[config.mk]
export PLATFORM = sky130hd
export DESIGN_NAME = seg_scan_driver_flat
export DESIGN_NICKNAME = d
export VERILOG_FILES = /design/src/rtl/seg_scan_pkg.sv /design/src/rtl/seg_scan_if.sv /design/src/rtl/seg_slot_timer.sv /design/src/rtl/seg_scan_driver.sv /design/src/flat_wrapper.sv
export SDC_FILE = /design/constraint.sdc
export NUM_CORES = 1
export LEC_CHECK = 0
export ABC_CLOCK_PERIOD_IN_PS = 4200
export BUFFER_PORTS_ARGS = -buffer_cell sky130_fd_sc_hd__buf_2
export CAP_MARGIN = 20
export CORE_MARGIN = 5
export CORE_UTILIZATION = 35
export CTS_BUF_LIST = sky130_fd_sc_hd__clkbuf_16
export DETAILED_ROUTE_END_ITERATION = 7
export PLACE_DENSITY = 0.55
export SLEW_MARGIN = 20
export SYNTH_ARGS = -nofsm -noshare
export SYNTH_HDL_FRONTEND = slang
export SYNTH_HIERARCHICAL = 1
export SYNTH_SLANG_ARGS = --single-unit
[constraint.sdc]
create_clock -name clk -period 4.2 [get_ports clk]
set_input_delay 0.42 -clock clk [delete_from_list [all_inputs] [get_ports clk]]
set_output_delay 0.42 -clock clk [all_outputs]
set_load 0.03 [all_outputs]
[src/rtl/seg_scan_pkg.sv]
// rtl/seg_scan_pkg.sv - shared types and constants for the segment scan driver
// SEG_SCAN_FLAGS_EN adds a fourth, flag-status digit to the scan.
package seg_scan_pkg;

    typedef logic [6:0] seg_t;
    typedef logic [1:0] digit_t;

    typedef enum logic {
        SLOT_BLANK = 1'b0,
        SLOT_DRIVE = 1'b1
    } slot_state_e;

    localparam seg_t SEG_BLANK = 7'h7F;

    localparam int FLAG_CARRY = 0;
    localparam int FLAG_NEG   = 1;
    localparam int FLAG_ZERO  = 2;
    localparam int FLAG_OVF   = 3;

    localparam int SEG_A = 0;
    localparam int SEG_D = 3;
    localparam int SEG_E = 4;
    localparam int SEG_G = 6;

`ifdef SEG_SCAN_FLAGS_EN
    localparam int NUM_DIGITS = 4;
`else
    localparam int NUM_DIGITS = 3;
`endif

    // Active-low: a set flag lights (clears) its assigned segment.
    function automatic seg_t flags_to_seg(input logic [3:0] flags);
        seg_t s;
        s        = SEG_BLANK;
        s[SEG_A] = ~flags[FLAG_CARRY];
        s[SEG_G] = ~flags[FLAG_NEG];
        s[SEG_D] = ~flags[FLAG_ZERO];
        s[SEG_E] = ~flags[FLAG_OVF];
        return s;
    endfunction

endpackage

[src/rtl/seg_scan_if.sv]
// rtl/seg_scan_if.sv - pattern inputs and multiplexed display outputs of the scan driver
interface seg_scan_if;
    import seg_scan_pkg::*;

    seg_t       seg0_i;
    seg_t       seg1_i;
    seg_t       seg2_i;
    logic [3:0] flags_i;
    logic       freeze_i;
    seg_t       seg_o;
    logic [3:0] an_o;
    logic       frame_o;

    modport master (
        output seg0_i, seg1_i, seg2_i, flags_i, freeze_i,
        input  seg_o, an_o, frame_o
    );

    modport slave (
        input  seg0_i, seg1_i, seg2_i, flags_i, freeze_i,
        output seg_o, an_o, frame_o
    );

endinterface

[src/rtl/seg_slot_timer.sv]
// rtl/seg_slot_timer.sv - slot tick counter, digit rotation, blank/drive state and frame pulse
module seg_slot_timer
    import seg_scan_pkg::*;
#(
    parameter int DIV   = 50000,
    parameter int BLANK = 500
) (
    input  logic        clk,
    input  logic        rst,
    output digit_t      digit_nxt_o,
    output slot_state_e state_o,
    output slot_state_e state_nxt_o,
    output logic        snap_o,
    output logic        frame_o
);

    localparam int TW = (DIV > 1) ? $clog2(DIV) : 1;

    logic [TW-1:0] tick_q, tick_d;
    digit_t        digit_q, digit_d;
    slot_state_e   state_q, state_d;
    logic          frame_q, frame_d;

    always_ff @(posedge clk) begin
        if (rst) begin
            tick_q  <= '0;
            digit_q <= '0;
            state_q <= SLOT_BLANK;
            frame_q <= 1'b0;
        end else begin
            tick_q  <= tick_d;
            digit_q <= digit_d;
            state_q <= state_d;
            frame_q <= frame_d;
        end
    end

    // State and frame are derived from the next tick so they line up with it once registered.
    always_comb begin
        tick_d  = tick_q + 1'b1;
        digit_d = digit_q;
        if (tick_q == TW'(DIV - 1)) begin
            tick_d  = '0;
            digit_d = (digit_q == digit_t'(NUM_DIGITS - 1)) ? '0 : digit_q + 1'b1;
        end
        state_d = (tick_d >= TW'(BLANK)) ? SLOT_DRIVE : SLOT_BLANK;
        frame_d = (tick_d == TW'(DIV - 1)) && (digit_d == digit_t'(NUM_DIGITS - 1));
    end

    assign digit_nxt_o = digit_d;
    assign state_o     = state_q;
    assign state_nxt_o = state_d;
    assign snap_o      = (tick_q == '0) && (digit_q == '0);
    assign frame_o     = frame_q;

endmodule

[src/rtl/seg_scan_driver.sv]
// rtl/seg_scan_driver.sv - time-multiplexed 7-segment scan driver with tear-free frame snapshots
// SEG_SCAN_FLAGS_EN scans a fourth digit showing the flag shadow.
module seg_scan_driver
    import seg_scan_pkg::*;
#(
    parameter int DIV   = 50000,
    parameter int BLANK = 500
) (
    input  logic       clk,
    input  logic       rst,
    seg_scan_if.slave  bus
);

    digit_t      digit_nxt;
    slot_state_e state_cur, state_nxt;
    logic        snap, frame;

    seg_slot_timer #(
        .DIV   (DIV),
        .BLANK (BLANK)
    ) u_timer (
        .clk         (clk),
        .rst         (rst),
        .digit_nxt_o (digit_nxt),
        .state_o     (state_cur),
        .state_nxt_o (state_nxt),
        .snap_o      (snap),
        .frame_o     (frame)
    );

    seg_t       sh0_q, sh0_d, sh1_q, sh1_d, sh2_q, sh2_d;
    seg_t       seg_q, seg_d, pat;
    logic [3:0] an_q, an_d;
`ifdef SEG_SCAN_FLAGS_EN
    logic [3:0] flags_q, flags_d;
`endif

    always_ff @(posedge clk) begin
        if (rst) begin
            sh0_q <= SEG_BLANK;
            sh1_q <= SEG_BLANK;
            sh2_q <= SEG_BLANK;
            seg_q <= SEG_BLANK;
            an_q  <= 4'hF;
`ifdef SEG_SCAN_FLAGS_EN
            flags_q <= 4'h0;
`endif
        end else begin
            sh0_q <= sh0_d;
            sh1_q <= sh1_d;
            sh2_q <= sh2_d;
            seg_q <= seg_d;
            an_q  <= an_d;
`ifdef SEG_SCAN_FLAGS_EN
            flags_q <= flags_d;
`endif
        end
    end

    always_comb begin
        sh0_d = sh0_q;
        sh1_d = sh1_q;
        sh2_d = sh2_q;
`ifdef SEG_SCAN_FLAGS_EN
        flags_d = flags_q;
`endif
        if (snap && !bus.freeze_i) begin
            sh0_d = bus.seg0_i;
            sh1_d = bus.seg1_i;
            sh2_d = bus.seg2_i;
`ifdef SEG_SCAN_FLAGS_EN
            flags_d = bus.flags_i;
`endif
        end

        case (digit_nxt)
            2'd0:    pat = sh0_q;
            2'd1:    pat = sh1_q;
            2'd2:    pat = sh2_q;
`ifdef SEG_SCAN_FLAGS_EN
            default: pat = flags_to_seg(flags_q);
`else
            default: pat = SEG_BLANK;
`endif
        endcase

        // Outputs are reloaded only when the slot state flips, so they can never glitch mid-slot.
        seg_d = seg_q;
        an_d  = an_q;
        if (state_nxt != state_cur) begin
            if (state_nxt == SLOT_DRIVE) begin
                seg_d = pat;
                an_d  = ~(4'b0001 << digit_nxt);
            end else begin
                seg_d = SEG_BLANK;
                an_d  = 4'hF;
            end
        end
    end

    assign bus.seg_o   = seg_q;
    assign bus.an_o    = an_q;
    assign bus.frame_o = frame;

endmodule

[src/flat_wrapper.sv]
// flat-port wrapper written by rule: the top's interface ports become plain ports
module seg_scan_driver_flat import seg_scan_pkg::*;
#(
    parameter int DIV   = 50000,
    parameter int BLANK = 500
)
  (clk, rst, bus_seg0_i, bus_seg1_i, bus_seg2_i, bus_flags_i, bus_freeze_i, bus_seg_o, bus_an_o, bus_frame_o);
  seg_scan_if bus_i ();
  input  logic clk;
  input  logic rst;
  input wire logic [$bits(bus_i.seg0_i)-1:0] bus_seg0_i;
  input wire logic [$bits(bus_i.seg1_i)-1:0] bus_seg1_i;
  input wire logic [$bits(bus_i.seg2_i)-1:0] bus_seg2_i;
  input wire logic [$bits(bus_i.flags_i)-1:0] bus_flags_i;
  input wire logic [$bits(bus_i.freeze_i)-1:0] bus_freeze_i;
  output wire logic [$bits(bus_i.seg_o)-1:0] bus_seg_o;
  output wire logic [$bits(bus_i.an_o)-1:0] bus_an_o;
  output wire logic [$bits(bus_i.frame_o)-1:0] bus_frame_o;
  assign bus_i.seg0_i = bus_seg0_i;
  assign bus_i.seg1_i = bus_seg1_i;
  assign bus_i.seg2_i = bus_seg2_i;
  assign bus_i.flags_i = bus_flags_i;
  assign bus_i.freeze_i = bus_freeze_i;
  assign bus_seg_o = bus_i.seg_o;
  assign bus_an_o = bus_i.an_o;
  assign bus_frame_o = bus_i.frame_o;
  seg_scan_driver #(.DIV(DIV), .BLANK(BLANK)) u_core (.clk(clk), .rst(rst), .bus(bus_i));
endmodule
==> qor.yml <==
hold_start: "bus_seg2_i[4]"
design_area_um2: 2900
syn_area_per_cell_um2: 9.31
swShare: 0.243
synthCells: 277
dieHeight_um: 95.8
worstPathArrival_ns: 3.72
worstSetupStartpointType: "register"
place_congestion: 0.845
postCtsHoldBufs: 0
relSlewSlack: 0.518
ys.warnings.count: 6
p_leak_nw: 1.04
grt_pass1_vias: 1926
yosysTopAreaCellShare: 0.404
synth_fp_nets: 308
worstRegToRegCells: 10
drt_wl_total_um: 5650
worstMarginPinSlew_ns: 0.723
synth.distinct_cells: 54
cp_num_buf_inv: 0
hpwl_um: 3950
pre_cts_ws_ns: 0.717
row_count: 31
finalSetupViolCount: 0
grtUsageTotal: 0.131
cts_setup_buffers: 0
dr_wl_met3_um: 234
root_buffer: "clkbuf_16"
max_stage_delay_ns: 0.47
drtIter0Drc: 57
postCtsResizedCells: 0
cp.depth: 10
cts_tree: "yes"
nNetsFinal: 333
htreeDepth: 2
grt_max_degree: 43
fin_tns_setup_ns: 0
power_switching_w: 0.000252
crit_path_max_fanout: 8
viasPerCell: 5.03
clk_pin_slew_worst_paths_ns: 0.07
numPortBuffers: 35
max_freq_mhz: 283
ys_async_sr_fraction: 0
antenna_found_initial: 0
vdd_drop_max_uv: 167
die_area_um2: 9180
fin_skew_ns: 0.00736
ys_top_cells_by_area: "dfxtp_1 40%, a211o_1 7.1%, nor2b_1 5.8%, mux2i_1 3.1%, nor2_1 3.1%"
finalWorstSetupSlack_ns: 0.666
wirelength_met1_um: 2900
clock_latency_ns: 0.29
synthFlopType: "dfxtp_1"
rsz0062_at_grt: "false"
crit_required_ns: 4.38
core_area_um2: 7210
status: "complete, no violations"
num_antenna_cells: 0
io_pins: 40
final_core_util: 0.403
p_clk_frac: 0.404
postRouteAntennaNets: 0
endpoint_kind: "register"
cts.path.max_buffers: 2
path_class: "reg -> reg"
crit_family: "simple AND/OR/NAND/NOR gates"
hold_path_end: "u_core/sh2_q[4]$_SDFFE_PP1P_"
grt_overflow: 0
placed_cell_area_um2: 2750
reg2reg_from: "u_core/u_timer/tick_q[1]$_SDFF_PP0_"
post-route-drc-count: 0
maxCapViolations: 0
cts_buffers: 5
hold_viol: 0
top_layer: "met4"
synthToLayoutAreaGrowth_pct: 12.6
critical_path.slowest_cell: "dfxtp_1"
synth_seq_cells: 52
fin_crit_ns: 3.53
wl_per_cell_um: 14.1
ys_seq_area_frac: 0.404
path_cells: "ha_1, nand3_2, nor4_1, xor2_1, a311oi_1, nor2_1, or3_1, xor2_1, or2_1, o221a_2"
hold_class: "in -> reg"
grt_pass1_wl_um: 9430
die_x_um: 95.8
hold_depth: 2
p_int_w: 0.000786
syn_area_um2: 2580
r2r_slack_ns: 0.67
drv_slew: 0
r2r-end: "u_core/bus.seg_o[0]$_SDFFE_PP1P_"
cts_sinks: 52
comb_power_share: 0.085
wl_met2_um: 2460
routed-via-count: 2023
p_seq_frac: 0.510
min_period_over_period: 0.841
path_common_cell: "xor2_1"
yosysTopAreaCell: "dfxtp_1"
start_util: 0.357
dr.pass1.iters: 6
most-common-layout-cells: "52 x dfxtp_1, 35 x buf_2, 23 x nor2b_1"
final_common_cell: "dfxtp_1"
synth_edf_count: 0
power_density_nw_per_um2: 357
drive_gt1_frac: 0.205
## power by group through the flow
stage                     Combinational, W  Sequential (W)  Clock, W
final                            0.0000887        0.000529  0.000419
after CTS                        0.0000894        0.000529  0.000431
after global placement           0.0000885        0.000540         0
after global routing              0.000101        0.000533  0.000449
after floorplan                  0.0000704        0.000536         0
after detailed placement         0.0000887        0.000541         0
## worst max-delay path by stage
stage / from / end / slack [ns]
floorplan: u_core/u_timer/tick_q[1]$_SDFF_PP0_ / u_core/bus.seg_o[0]$_SDFFE_PP1P_ / 1.22
global placement: u_core/u_timer/tick_q[1]$_SDFF_PP0_ / u_core/bus.seg_o[2]$_SDFFE_PP1P_ / 0.77
detailed placement: u_core/u_timer/tick_q[1]$_SDFF_PP0_ / u_core/bus.seg_o[2]$_SDFFE_PP1P_ / 0.72
CTS: u_core/u_timer/tick_q[1]$_SDFF_PP0_ / u_core/bus.seg_o[2]$_SDFFE_PP1P_ / 0.64
global route: u_core/u_timer/tick_q[0]$_SDFF_PP0_ / u_core/bus.seg_o[2]$_SDFFE_PP1P_ / 0.32
finish: u_core/u_timer/tick_q[1]$_SDFF_PP0_ / u_core/bus.seg_o[0]$_SDFFE_PP1P_ / 0.67
## kinds of logic (layout without fill, tap and decap cells)
group	count (synthesis)	count (layout)	share of synthesized area
fa+ha+maj	3	3	0.0146
xor+xnor	13	13	0.0442
compound gates	55	55	0.173
simple gates	118	118	0.261
flops	52	52	0.404
buf+inv	27	53	0.0689
mux	9	9	0.0354
## flip-flops by register name (all words and copies together), names as in the netlist
name                    cells
u_core/sh1_q                7
u_core/bus.seg_o            7
u_core/u_timer/digit_q      2
u_core/u_timer/frame_o      1
u_core/u_timer/tick_q      16
u_core/bus.an_o             4
u_core/sh2_q                7
u_core/u_timer/state_o      1
u_core/sh0_q                7
## cell type report
type | instances | area [um2]
fillers | 766 | 4310
multi-input cells | 198 | 1370
flip-flops and latches | 52 | 1040
repair buffers | 37 | 190
clock buffers | 5 | 125
well taps | 99 | 124
inverters | 8 | 30.0
clock inverters | 3 | 25.0
## routing by layer
layer,track usage,up-vias
met4,0.0450,0
met2,0.186,38
li1,-,1052
met5,0,-
met1,0.188,927
met3,0.0352,6
## cells in the mapped netlist, types with 2 or more instances
library cell and count:
nand2b_1 6, nand4_1 5, nor4_1 6, nand4b_1 2
or3_1 4, or2_1 2, a211o_1 21, nor3_1 5
a21oi_1 6, nand3_1 9, nor2_2 2, ha_1 3
dlygate4sd1_1 2, clkbuf_1 2, o21ai_0 3, inv_1 7
o22ai_1 4, buf_2 5, xor2_1 6, nand3b_1 2
o21ai_1 2, nor2_1 21, xnor2_1 7, o21bai_1 2
o211ai_1 3, dfxtp_1 52, mux2i_1 8, nand2_1 16
nor4b_1 3, o221a_2 7, buf_6 6, nor2b_1 24
and2_1 3
## through the flow
step	total power, W	instances	hold WS, ns
after CTS	0.00105	402	0.316
final	0.00104	402	0.320
after floorplan	0.000607	277	0.471
after global routing	0.00108	402	0.312
after detailed placement	0.000629	394	0.489
after global placement	0.000629	394	0.484
No activity file was read; power rests on OpenSTA's default activity.
